### src/rtl/line_delay_ctrl_if.sv
`default_nettype none
// ============================================================================
// Module   : line_delay_ctrl_if
// Purpose  : Bundles the control/status signals between the camera capture
//            stage (master) and the line-delay controller (slave).
// Ports    : cfg_load_i/cfg_width_i  - width configuration strobe + value
//            frame_start_i/stop_i    - frame sequencing strobes
//            pix_valid_i/line_end_i  - pixel stream qualifiers
//            fifo_enable_o/size_o    - drive the programmable FIFO
//            out_valid_o/primed_o    - delayed-line validity
//            col_o/line_o            - position of the next pixel
//            cfg_err_o/sync_err_o    - configuration / line-length errors
//            busy_o                  - controller not idle
// Revision : 1.0 - initial release
// ============================================================================
interface line_delay_ctrl_if #(
  parameter int SIZE_W = 16,
  parameter int LINE_W = 12
);
  logic              cfg_load_i;
  logic [SIZE_W-1:0] cfg_width_i;
  logic              frame_start_i;
  logic              stop_i;
  logic              pix_valid_i;
  logic              line_end_i;
  logic              fifo_enable_o;
  logic [SIZE_W-1:0] fifo_size_o;
  logic              out_valid_o;
  logic              primed_o;
  logic [SIZE_W-1:0] col_o;
  logic [LINE_W-1:0] line_o;
  logic              cfg_err_o;
  logic              sync_err_o;
  logic              busy_o;

  modport slave (
    input  cfg_load_i, cfg_width_i, frame_start_i, stop_i, pix_valid_i, line_end_i,
    output fifo_enable_o, fifo_size_o, out_valid_o, primed_o, col_o, line_o,
           cfg_err_o, sync_err_o, busy_o
  );

  modport master (
    output cfg_load_i, cfg_width_i, frame_start_i, stop_i, pix_valid_i, line_end_i,
    input  fifo_enable_o, fifo_size_o, out_valid_o, primed_o, col_o, line_o,
           cfg_err_o, sync_err_o, busy_o
  );
endinterface
`default_nettype wire

### src/rtl/line_delay_ctrl.sv
`default_nettype none
// ============================================================================
// Module   : line_delay_ctrl
// Purpose  : Sequences and configures the programmable line-delay FIFO.
//            Latches the line width, gates the FIFO enable with pixel valids,
//            tracks fill/column/line position and flags when the FIFO output
//            holds a valid previous-line pixel.
// Ports    : clk, reset (synchronous, active-high)
//            bus                 - line_delay_ctrl_if.slave
//            frame_count_o       - frames started      (STATS only)
//            short_line_count_o  - line-length errors  (STATS only)
// Options  : LINE_DELAY_CTRL_STATS_EN adds the two statistics outputs.
// Revision : 1.0 - initial release
// ============================================================================
module line_delay_ctrl #(
  parameter int MAX_SIZE     = 1024,
  parameter int SIZE_W       = 16,
  parameter int DEFAULT_SIZE = 640,
  parameter int LINE_W       = 12
) (
  input  logic               clk,
  input  logic               reset,
  line_delay_ctrl_if.slave   bus
`ifdef LINE_DELAY_CTRL_STATS_EN
  ,
  output logic [15:0]        frame_count_o,
  output logic [7:0]         short_line_count_o
`endif
);

  localparam logic [SIZE_W-1:0] C_MAX_SIZE     = SIZE_W'(MAX_SIZE);
  localparam logic [SIZE_W-1:0] C_DEFAULT_SIZE = SIZE_W'(DEFAULT_SIZE);

  typedef enum logic [1:0] {
    IDLE = 2'd0,
    FILL = 2'd1,
    RUN  = 2'd2
  } state_t;

  state_t            state_q, state_d;
  logic [SIZE_W-1:0] fifo_size_q, fifo_size_d;
  logic [SIZE_W-1:0] col_q, col_d;
  logic [SIZE_W-1:0] fill_q, fill_d;
  logic [LINE_W-1:0] line_q, line_d;
  logic              primed_q, primed_d;
  logic              out_valid_q, out_valid_d;
  logic              cfg_err_q, cfg_err_d;
  logic              sync_err_q, sync_err_d;

  logic              w_cfg_ok;
  logic              w_start;
  logic              w_en;
  logic              w_sync_evt;
  logic [SIZE_W-1:0] w_size_m1;
  logic [SIZE_W-1:0] w_fill_inc;

  // Enable may open in IDLE too, when frame_start arrives with a pixel:
  // that pixel is pixel 0 of the new frame.
  assign w_en = bus.pix_valid_i & ~bus.stop_i & ~reset &
                ((state_q != IDLE) | bus.frame_start_i);

  always_comb begin
    w_cfg_ok    = bus.cfg_load_i && (state_q == IDLE) &&
                  (bus.cfg_width_i != '0) && (bus.cfg_width_i <= C_MAX_SIZE);
    w_start     = bus.frame_start_i & ~bus.stop_i;
    // A width accepted this cycle already governs a frame starting this cycle.
    fifo_size_d = w_cfg_ok ? bus.cfg_width_i : fifo_size_q;
    w_size_m1   = fifo_size_d - SIZE_W'(1);
    w_fill_inc  = '0;
    w_sync_evt  = 1'b0;

    state_d     = state_q;
    col_d       = col_q;
    fill_d      = fill_q;
    line_d      = line_q;
    primed_d    = primed_q;
    out_valid_d = 1'b0;
    cfg_err_d   = bus.cfg_load_i & ~w_cfg_ok;
    sync_err_d  = w_cfg_ok ? 1'b0 : sync_err_q;

    if (bus.stop_i) begin
      state_d  = IDLE;
      col_d    = '0;
      line_d   = '0;
      fill_d   = '0;
      primed_d = 1'b0;
    end else begin
      if (w_start) begin
        state_d  = FILL;
        col_d    = '0;
        line_d   = '0;
        fill_d   = '0;
        primed_d = 1'b0;
      end

      // Delayed output is only meaningful once the FIFO holds a full line.
      out_valid_d = (state_q == RUN) & ~w_start & w_en;

      if (w_en) begin
        if (state_d == FILL) begin
          w_fill_inc = fill_d + SIZE_W'(1);
          fill_d     = w_fill_inc;
          if (w_fill_inc == fifo_size_d) begin
            primed_d = 1'b1;
            state_d  = RUN;
          end
        end

        if (bus.line_end_i && (col_d != w_size_m1)) begin
          // Early line end: resynchronise column to the new line.
          w_sync_evt = 1'b1;
          col_d      = '0;
          line_d     = line_d + LINE_W'(1);
        end else if (col_d == w_size_m1) begin
          col_d  = '0;
          line_d = line_d + LINE_W'(1);
        end else begin
          col_d = col_d + SIZE_W'(1);
        end
      end
    end

    if (w_sync_evt) sync_err_d = 1'b1;
  end

  always_ff @(posedge clk) begin
    if (reset) begin
      state_q     <= IDLE;
      fifo_size_q <= C_DEFAULT_SIZE;
      col_q       <= '0;
      fill_q      <= '0;
      line_q      <= '0;
      primed_q    <= 1'b0;
      out_valid_q <= 1'b0;
      cfg_err_q   <= 1'b0;
      sync_err_q  <= 1'b0;
    end else begin
      state_q     <= state_d;
      fifo_size_q <= fifo_size_d;
      col_q       <= col_d;
      fill_q      <= fill_d;
      line_q      <= line_d;
      primed_q    <= primed_d;
      out_valid_q <= out_valid_d;
      cfg_err_q   <= cfg_err_d;
      sync_err_q  <= sync_err_d;
    end
  end

  assign bus.fifo_enable_o = w_en;
  assign bus.fifo_size_o   = fifo_size_q;
  assign bus.out_valid_o   = out_valid_q;
  assign bus.primed_o      = primed_q;
  assign bus.col_o         = col_q;
  assign bus.line_o        = line_q;
  assign bus.cfg_err_o     = cfg_err_q;
  assign bus.sync_err_o    = sync_err_q;
  assign bus.busy_o        = (state_q != IDLE);

`ifdef LINE_DELAY_CTRL_STATS_EN
  logic [15:0] frame_cnt_q;
  logic [7:0]  short_cnt_q;

  always_ff @(posedge clk) begin
    if (reset) begin
      frame_cnt_q <= '0;
      short_cnt_q <= '0;
    end else begin
      if (w_start) frame_cnt_q <= frame_cnt_q + 16'd1;
      if (w_sync_evt && (short_cnt_q != 8'hFF)) short_cnt_q <= short_cnt_q + 8'd1;
    end
  end

  assign frame_count_o      = frame_cnt_q;
  assign short_line_count_o = short_cnt_q;
`endif

endmodule
`default_nettype wire
### src/flat_wrapper.sv
// flat-port wrapper written by rule: the top's interface ports become plain ports
module line_delay_ctrl_flat 
#(
  parameter int MAX_SIZE     = 1024,
  parameter int SIZE_W       = 16,
  parameter int DEFAULT_SIZE = 640,
  parameter int LINE_W       = 12
)
  (clk, reset, bus_cfg_load_i, bus_cfg_width_i, bus_frame_start_i, bus_stop_i, bus_pix_valid_i, bus_line_end_i, bus_fifo_enable_o, bus_fifo_size_o, bus_out_valid_o, bus_primed_o, bus_col_o, bus_line_o, bus_cfg_err_o, bus_sync_err_o, bus_busy_o);
  line_delay_ctrl_if #(.SIZE_W(SIZE_W), .LINE_W(LINE_W)) bus_i ();
  input  logic clk;
  input  logic reset;
  input wire logic [$bits(bus_i.cfg_load_i)-1:0] bus_cfg_load_i;
  input wire logic [$bits(bus_i.cfg_width_i)-1:0] bus_cfg_width_i;
  input wire logic [$bits(bus_i.frame_start_i)-1:0] bus_frame_start_i;
  input wire logic [$bits(bus_i.stop_i)-1:0] bus_stop_i;
  input wire logic [$bits(bus_i.pix_valid_i)-1:0] bus_pix_valid_i;
  input wire logic [$bits(bus_i.line_end_i)-1:0] bus_line_end_i;
  output wire logic [$bits(bus_i.fifo_enable_o)-1:0] bus_fifo_enable_o;
  output wire logic [$bits(bus_i.fifo_size_o)-1:0] bus_fifo_size_o;
  output wire logic [$bits(bus_i.out_valid_o)-1:0] bus_out_valid_o;
  output wire logic [$bits(bus_i.primed_o)-1:0] bus_primed_o;
  output wire logic [$bits(bus_i.col_o)-1:0] bus_col_o;
  output wire logic [$bits(bus_i.line_o)-1:0] bus_line_o;
  output wire logic [$bits(bus_i.cfg_err_o)-1:0] bus_cfg_err_o;
  output wire logic [$bits(bus_i.sync_err_o)-1:0] bus_sync_err_o;
  output wire logic [$bits(bus_i.busy_o)-1:0] bus_busy_o;
  assign bus_i.cfg_load_i = bus_cfg_load_i;
  assign bus_i.cfg_width_i = bus_cfg_width_i;
  assign bus_i.frame_start_i = bus_frame_start_i;
  assign bus_i.stop_i = bus_stop_i;
  assign bus_i.pix_valid_i = bus_pix_valid_i;
  assign bus_i.line_end_i = bus_line_end_i;
  assign bus_fifo_enable_o = bus_i.fifo_enable_o;
  assign bus_fifo_size_o = bus_i.fifo_size_o;
  assign bus_out_valid_o = bus_i.out_valid_o;
  assign bus_primed_o = bus_i.primed_o;
  assign bus_col_o = bus_i.col_o;
  assign bus_line_o = bus_i.line_o;
  assign bus_cfg_err_o = bus_i.cfg_err_o;
  assign bus_sync_err_o = bus_i.sync_err_o;
  assign bus_busy_o = bus_i.busy_o;
  line_delay_ctrl #(.MAX_SIZE(MAX_SIZE), .SIZE_W(SIZE_W), .DEFAULT_SIZE(DEFAULT_SIZE), .LINE_W(LINE_W)) u_core (.clk(clk), .reset(reset), .bus(bus_i));
endmodule
### config.mk
export PLATFORM = sky130hd
export DESIGN_NAME = line_delay_ctrl_flat
export DESIGN_NICKNAME = d
export VERILOG_FILES = /design/src/rtl/line_delay_ctrl_if.sv /design/src/rtl/line_delay_ctrl.sv /design/src/flat_wrapper.sv
export SDC_FILE = /design/constraint.sdc
export NUM_CORES = 1
export LEC_CHECK = 0
export BUFFER_PORTS_ARGS = -buffer_cell sky130_fd_sc_hd__buf_2
export CAP_MARGIN = 0
export CORE_ASPECT_RATIO = 0.9
export CORE_MARGIN = 1.5
export CORE_UTILIZATION = 45
export CTS_BUF_LIST = sky130_fd_sc_hd__clkbuf_8
export DETAILED_ROUTE_END_ITERATION = 10
export PLACE_DENSITY = 0.69
export SLEW_MARGIN = 20
export SYNTH_ARGS = -nofsm -noshare
export SYNTH_HDL_FRONTEND = slang
export SYNTH_SLANG_ARGS = --single-unit
### constraint.sdc
create_clock -name clk -period 10.15 [get_ports clk]
set_input_delay 1.015 -clock clk [delete_from_list [all_inputs] [get_ports clk]]
set_output_delay 1.015 -clock clk [all_outputs]
set_load 0.02 [all_outputs]
Word-level counts from Yosys, hierarchy flattened

Index checks and enable logic that the tools add are counted.
W data, S select, Z words.

Register bits after elaboration: 66
Input port bits: 23
Output and inout port bits: 50
Logic and storage cells: 69

Add/sub/neg operators: 4
$lt $le $gt $ge: 1
Equality and inequality tests: 5
Muxes and demuxes: 29
Bitwise gates (word level): 12
Reduce and logical (&&, ||, !) cells: 9

Operator list:

| operator                | count |
|---|---|
| $mux W16                | 10 |
| $mux W12                | 5 |
| $add A16 B1 Y16 const B | 2 |
| $eq A16 B16 Y1          | 2 |
| $le A16 B11 Y1 const B  | 1 |
| $ne A16 B16 Y1          | 1 |
| $reduce_bool A16 Y1     | 1 |
| $sub A16 B1 Y16 const B | 1 |
| $add A12 B1 Y12 const B | 1 |
| $mux W2                 | 5 |
| $mux W1                 | 9 |
| $and A1 B1 Y1           | 7 |
| $logic_and A1 B1 Y1     | 4 |
| $not A1 Y1              | 4 |
| $reduce_bool A2 Y1      | 2 |
| $eq A2 B1 Y1 const B    | 1 |
| $eq A2 B2 Y1 const B    | 1 |
| $logic_not A2 Y1        | 1 |
| $reduce_or A2 Y1        | 1 |
| $or A1 B1 Y1            | 1 |

Logic depth before layout (Yosys ltp)

Word-level depth: 12
Mapped depth: 20
Mapped depth without buffers: 17

Worst setup path after synthesis

No wires, ideal clock.

Kind: input-to-reg
From: input port bus_stop_i
To: register u_core.state_q[0]
Setup time: 127 ps
Arrival: 5827 ps
Slack: 4196 ps
Stages on the path: 20
Buffers on the path: 7
Cells stage by stage: nand2b_1 > clkbuf_1 > buf_1 > clkbuf_1 > clkbuf_1 > clkbuf_1 > clkbuf_1 > buf_1 > and2_1 > ha_1 > and3_1 > nand3_1 > nor4_1 > xor2_1 > a22oi_1 > o221ai_1 > or4_1 > or4_1 > nor4b_2 > nor2_1

Longest elaborated chain between the ends: 9
Elaborated cells between the ends (all ways): 16
Classes of those cells: add/sub (1); eq/ne (2); mux (7); bitwise (5); reduce/logical (1)

RTL lines:

| what                 | line                                         | RTL |
|---|---|---|
| from (decl)          | flat_wrapper.sv:16                           | `input wire logic [$bits(bus_i.stop_i)-1:0] bus_stop_i;` |
| $not A1 Y1           | line_delay_ctrl.sv:59, line_delay_ctrl.sv:65 |  |
| $and A1 B1 Y1        | line_delay_ctrl.sv:65                        | `w_start = bus.frame_start_i & ~bus.stop_i;` |
| $mux W16             | line_delay_ctrl.sv:88                        | `if (w_start) begin` |
| $mux W16             | line_delay_ctrl.sv:81                        | `if (bus.stop_i) begin` |
| $add A16 B1 Y16      | line_delay_ctrl.sv:101                       | `w_fill_inc = fill_d + SIZE_W'(1);` |
| $eq A16 B16 Y1       | line_delay_ctrl.sv:103                       | `if (w_fill_inc == fifo_size_d) begin` |
| $mux W2              | line_delay_ctrl.sv:103                       |  |
| $mux W2              | line_delay_ctrl.sv:100                       | `if (state_d == FILL) begin` |
| $mux W2              | line_delay_ctrl.sv:99                        | `if (w_en) begin` |
| to (signal assigned) | line_delay_ctrl.sv:138                       | `state_q <= state_d;` |
| to (decl)            | line_delay_ctrl.sv:40                        | `state_t state_q, state_d;` |

Several ways; a longest one is shown, not always the timed one. The select of a mux whose other input is x is not followed.
A chain may end at the register's enable or synchronous reset.

Final worst setup path

From: input port bus_cfg_width_i[11]
To: register u_core.col_q[7] (netlist: u_core.bus.col_o[7])

Longest elaborated chain between the ends: 9
Elaborated cells between the ends (all ways): 12
Classes of those cells: add/sub (1); order compare (1); eq/ne (2); mux (4); reduce/logical (4)

RTL lines:

| what                                                   | line                                           | RTL |
|---|---|---|
| from (decl)                                            | flat_wrapper.sv:14                             | `input wire logic [$bits(bus_i.cfg_width_i)-1:0] bus_cfg_width_i;` |
| branches (longest 3 deep; another with $le A16 B11 Y1) | --                                             |  |
| $mux W16 (*)                                           | line_delay_ctrl.sv:67                          | `fifo_size_d = w_cfg_ok ? bus.cfg_width_i : fifo_size_q;` |
| $sub A16 B1 Y16 (*)                                    | line_delay_ctrl.sv:68                          | `w_size_m1 = fifo_size_d - SIZE_W'(1);` |
| $eq A16 B16 Y1 or $ne A16 B16 Y1 (tied branches)       | line_delay_ctrl.sv:114, line_delay_ctrl.sv:109 |  |
| $mux W16 or $logic_and A1 B1 Y1 (tied branches)        | line_delay_ctrl.sv:114, line_delay_ctrl.sv:109 |  |
| $mux W16 (*)                                           | line_delay_ctrl.sv:109                         | `if (bus.line_end_i && (col_d != w_size_m1)) begin` |
| $mux W16 (*)                                           | line_delay_ctrl.sv:99                          |  |
| to (signal assigned)                                   | line_delay_ctrl.sv:140                         | `col_q <= col_d;` |
| to (decl)                                              | line_delay_ctrl.sv:42                          | `logic [SIZE_W-1:0] col_q, col_d;` |

Every way passes the cells marked *.

==> qor.csv <==
stage,metric,value,unit
timing,slew_headroom,37.4,%
logic_synthesis,synth_top_family_by_area,simple AND/OR/NAND/NOR gates,
timing,post-route-period-util,61.4,%
logic_synthesis,syn_area_per_cell,7.74,um^2
place,gp_congestion,0.950,
floorplanning,rows,36,
global_routing,grt_max_degree,47,
timing,tightestPinTransition,936,ps
logic_synthesis,synth_xor_area_share,9.62,%
detailed_routing,vias,5275,
timing,setup_viol,0,
layout,area_delta_synth_final,12.3,%
setup_path,slowest_stage,nor2_1,
logic_synthesis,seq_area_frac_synth,26.9,%
floorplanning,core,0.0107,mm^2
place,post-place-ws,3690,ps
detailed_routing,drt_iter0_markers,456,
logic_synthesis,async_flop_share,0,%
global_routing,grt_pass1_vias,4680,
timing,clock_skew,16.6,ps
detailed_routing,vias_per_cell,6.39,
timing,hold_violations,0,
pwr,p_per_area,97.1,mW/mm^2
logic_synthesis,syn_area,0.00491,mm^2
timing,setup_slack,3920,ps
layout,layout_commonest_cell,buf_2,
logic_synthesis,synth-seq-cells,66,
logic_synthesis,synthAdderAreaFrac,1.02,%
logic_synthesis,synth_edf_count,0,
timing,fmax,161,MHz
global_routing,overflow,0,
logic_synthesis,synth_flop_cell,dfxtp_1,
global_routing,grt_pass1_wl,25100,um
timing,slew_viol_final,0,
cts,cts.sinks,66,
floorplanning,pin_count,73,
setup_path,worst_setup_path_end_kind,flip-flop,
setup_path,required,10350,ps
setup_path,critPathMaxFanout,18,
place,port_buffers,72,
cts,cts_tree,done,
setup_path,cpPeakStageDelay,850,ps
worst_hold_path,hp-class,reg2reg,
logic_synthesis,yosys_warnings,0,
timing,min_period,6230,ps
logic_synthesis,yosys-mux-area-fraction,4.33,%
cts,clockRootBuffer,clkbuf_8,
setup_path,arrival,6430,ps
layout,multi_input_area,0.00341,mm^2
cts,cts_resized,0,
cts,postCtsSetupBuffers,0,
global_routing,antenna_found_initial,0,
pwr,vdd_ir_drop_max,81.1,uV
timing,rsz0062_at_grt,no,
layout,instances_no_fill,826,
flow_run,cap_violations,0,
cts,cts_hold_buf,0,
layout,area.sequential,0.00132,mm^2
logic_synthesis,synth-simple-area-share,32.6,%
setup_path,start_kind,input port,
detailed_routing,remaining_drc_errors,0,
layout,n_antenna_cell,0,
logic_synthesis,synth_compound_area_share,21.8,%
status,status,"complete, no violations",
timing,setup_tns,0,ps
floorplanning,start_util,45.8,%
logic_synthesis,ys_types,80,
detailed_routing,wl_per_cell,19.6,um
setup_path,timing_worst_setup_path_type,in2reg,
cts,ctsHtreeMaxLevel,3,
layout,final_cell_mix,"buf_2 (72), dfxtp_1 (66), nand2_1 (62), nor2_1 (58), nand3_1 (35)",
detailed_routing,final_antenna_net_count,0,
logic_synthesis,synth_cells,635,
pwr,power,0.536,mW
floorplanning,die_w,113,um
layout,fill_cells,1082,
layout,drive_gt1_share,17.5,%
global_routing,grt_usage,28.0,%
detailed_routing,routed_wl,16200,um
logic_synthesis,syn-num-nets,662,
cts,insertion_delay,370,ps
place,post-place-cells,810,
cts,numCtsBuffers,9,
setup_path,path_cells,buf_2 > or4_1 > nor2_1 > nand3_2 > nand2_1 > nand2_1 > inv_1 > ha_1 > xor2_1 > a2111oi_0 > mux2_2 > nand4_1 > a2111oi_4 > a41oi_2 > nor2_1 > nor3_1,
floorplanning,die_y,102,um
floorplanning,die-area,0.0116,mm^2
detailed_routing,first_pass_iters,6,
place,dp.final_hpwl,11900,um
layout,nets,715,
pwr,power_leakage,2.03,nW
timing,timing.hold.ws,469,ps
cts,clk_pin_slew,70,ps
cts,clockBufferDepth,2,
## power breakdown
| part | internal (mW) | total (mW) | switching [mW] |
|---|---|---|---|
| sequential | 0.260 | 0.261 | 0.00103 |
| combinational | 0.0141 | 0.0501 | 0.0360 |
| clock | 0.111 | 0.225 | 0.114 |
| total | 0.385 | 0.536 | 0.151 |
## per-layer routing
metal  GRT usage, %  up-vias  share of wire, %  wire length (um)
met3           5.22       57               8.3              1350
met2           46.3      277                47              7660
met4           13.0        0               3.9               624
li1               -     2469                 -                 -
met5              0        -                 0                 0
met1           35.6     2472                41              6580
## state kept, by name, summed over array words and instances, names as in the netlist
signal                  flops
u_core.state_q              2
u_core.bus.cfg_err_o        1
u_core.bus.primed_o         1
u_core.bus.col_o           16
u_core.bus.sync_err_o       1
u_core.bus.fifo_size_o     16
u_core.bus.line_o          12
u_core.bus.out_valid_o      1
u_core.fill_q              16
## cells by family after synthesis
| kind of cell | Yosys count |
|---|---|
| compound gates | 149 |
| buf+inv | 46 |
| simple gates | 298 |
| fa+ha+maj | 4 |
| xor+xnor | 54 |
| flops | 66 |
| mux | 18 |
## final timing paths
check / startpoint / endpoint / slack, ps / cells after the start
max: bus_cfg_width_i[11] / u_core.bus.col_o[7] / 3920 / 16
min: u_core.fill_q[15] / u_core.fill_q[15] / 470 / 2
max reg2reg: u_core.state_q[1] / u_core.bus.col_o[7] / 4340 / 15
min reg2reg: u_core.fill_q[15] / u_core.fill_q[15] / 470 / 2
## Yosys cell counts, types with 4 or more instances
library cell | number | area (um^2)
o21ai_0 | 31 | 155
and3_1 | 11 | 68.8
nor2_1 | 58 | 218
dfxtp_1 | 66 | 1320
o21ai_1 | 4 | 20.0
a32oi_1 | 6 | 52.6
o31ai_1 | 8 | 60.1
xor2_1 | 20 | 175
nor4_1 | 11 | 68.8
clkbuf_1 | 26 | 97.6
nand4_1 | 19 | 119
or3_1 | 7 | 43.8
ha_1 | 4 | 50.1
a21oi_1 | 30 | 150
a22oi_1 | 5 | 37.5
nand2_1 | 62 | 233
nor3_1 | 30 | 150
or2_2 | 7 | 43.8
nand2b_1 | 6 | 37.5
a31oi_1 | 5 | 31.3
o211ai_1 | 6 | 45.0
o21a_1 | 4 | 30.0
and2_1 | 15 | 93.8
buf_2 | 5 | 25.0
or4_1 | 9 | 67.6
inv_1 | 11 | 41.3
xnor2_1 | 34 | 298
nand3_1 | 35 | 175
a221oi_1 | 4 | 35.0
mux2i_1 | 12 | 120
## worst max-delay path: cells and delay by family
kind,cells,cell delay [ps]
mux,1,250
buf+inv,2,280
compound gates,3,1220
fa+ha+maj,1,310
simple gates,8,3170
xor+xnor,1,180
## metrics by stage
step	area [um^2]	utilization (%)
floorplan	4910	-
global placement	5330	49.7
detailed placement	5330	49.7
CTS	5520	51.5
global route	5520	51.5
finish	5520	51.5
## cell type report
| type | instances | area share (%) |
|---|---|---|
| clock buffer | 9 | 2.24 |
| clock inverter | 7 | 1.13 |
| inverter | 12 | 0.816 |
| multi-input combinational | 523 | 61.8 |
| sequential | 66 | 23.9 |
| tap | 133 | 3.02 |
| timing repair buffer | 76 | 7.07 |
No activity file was read; power rests on OpenSTA's default activity.
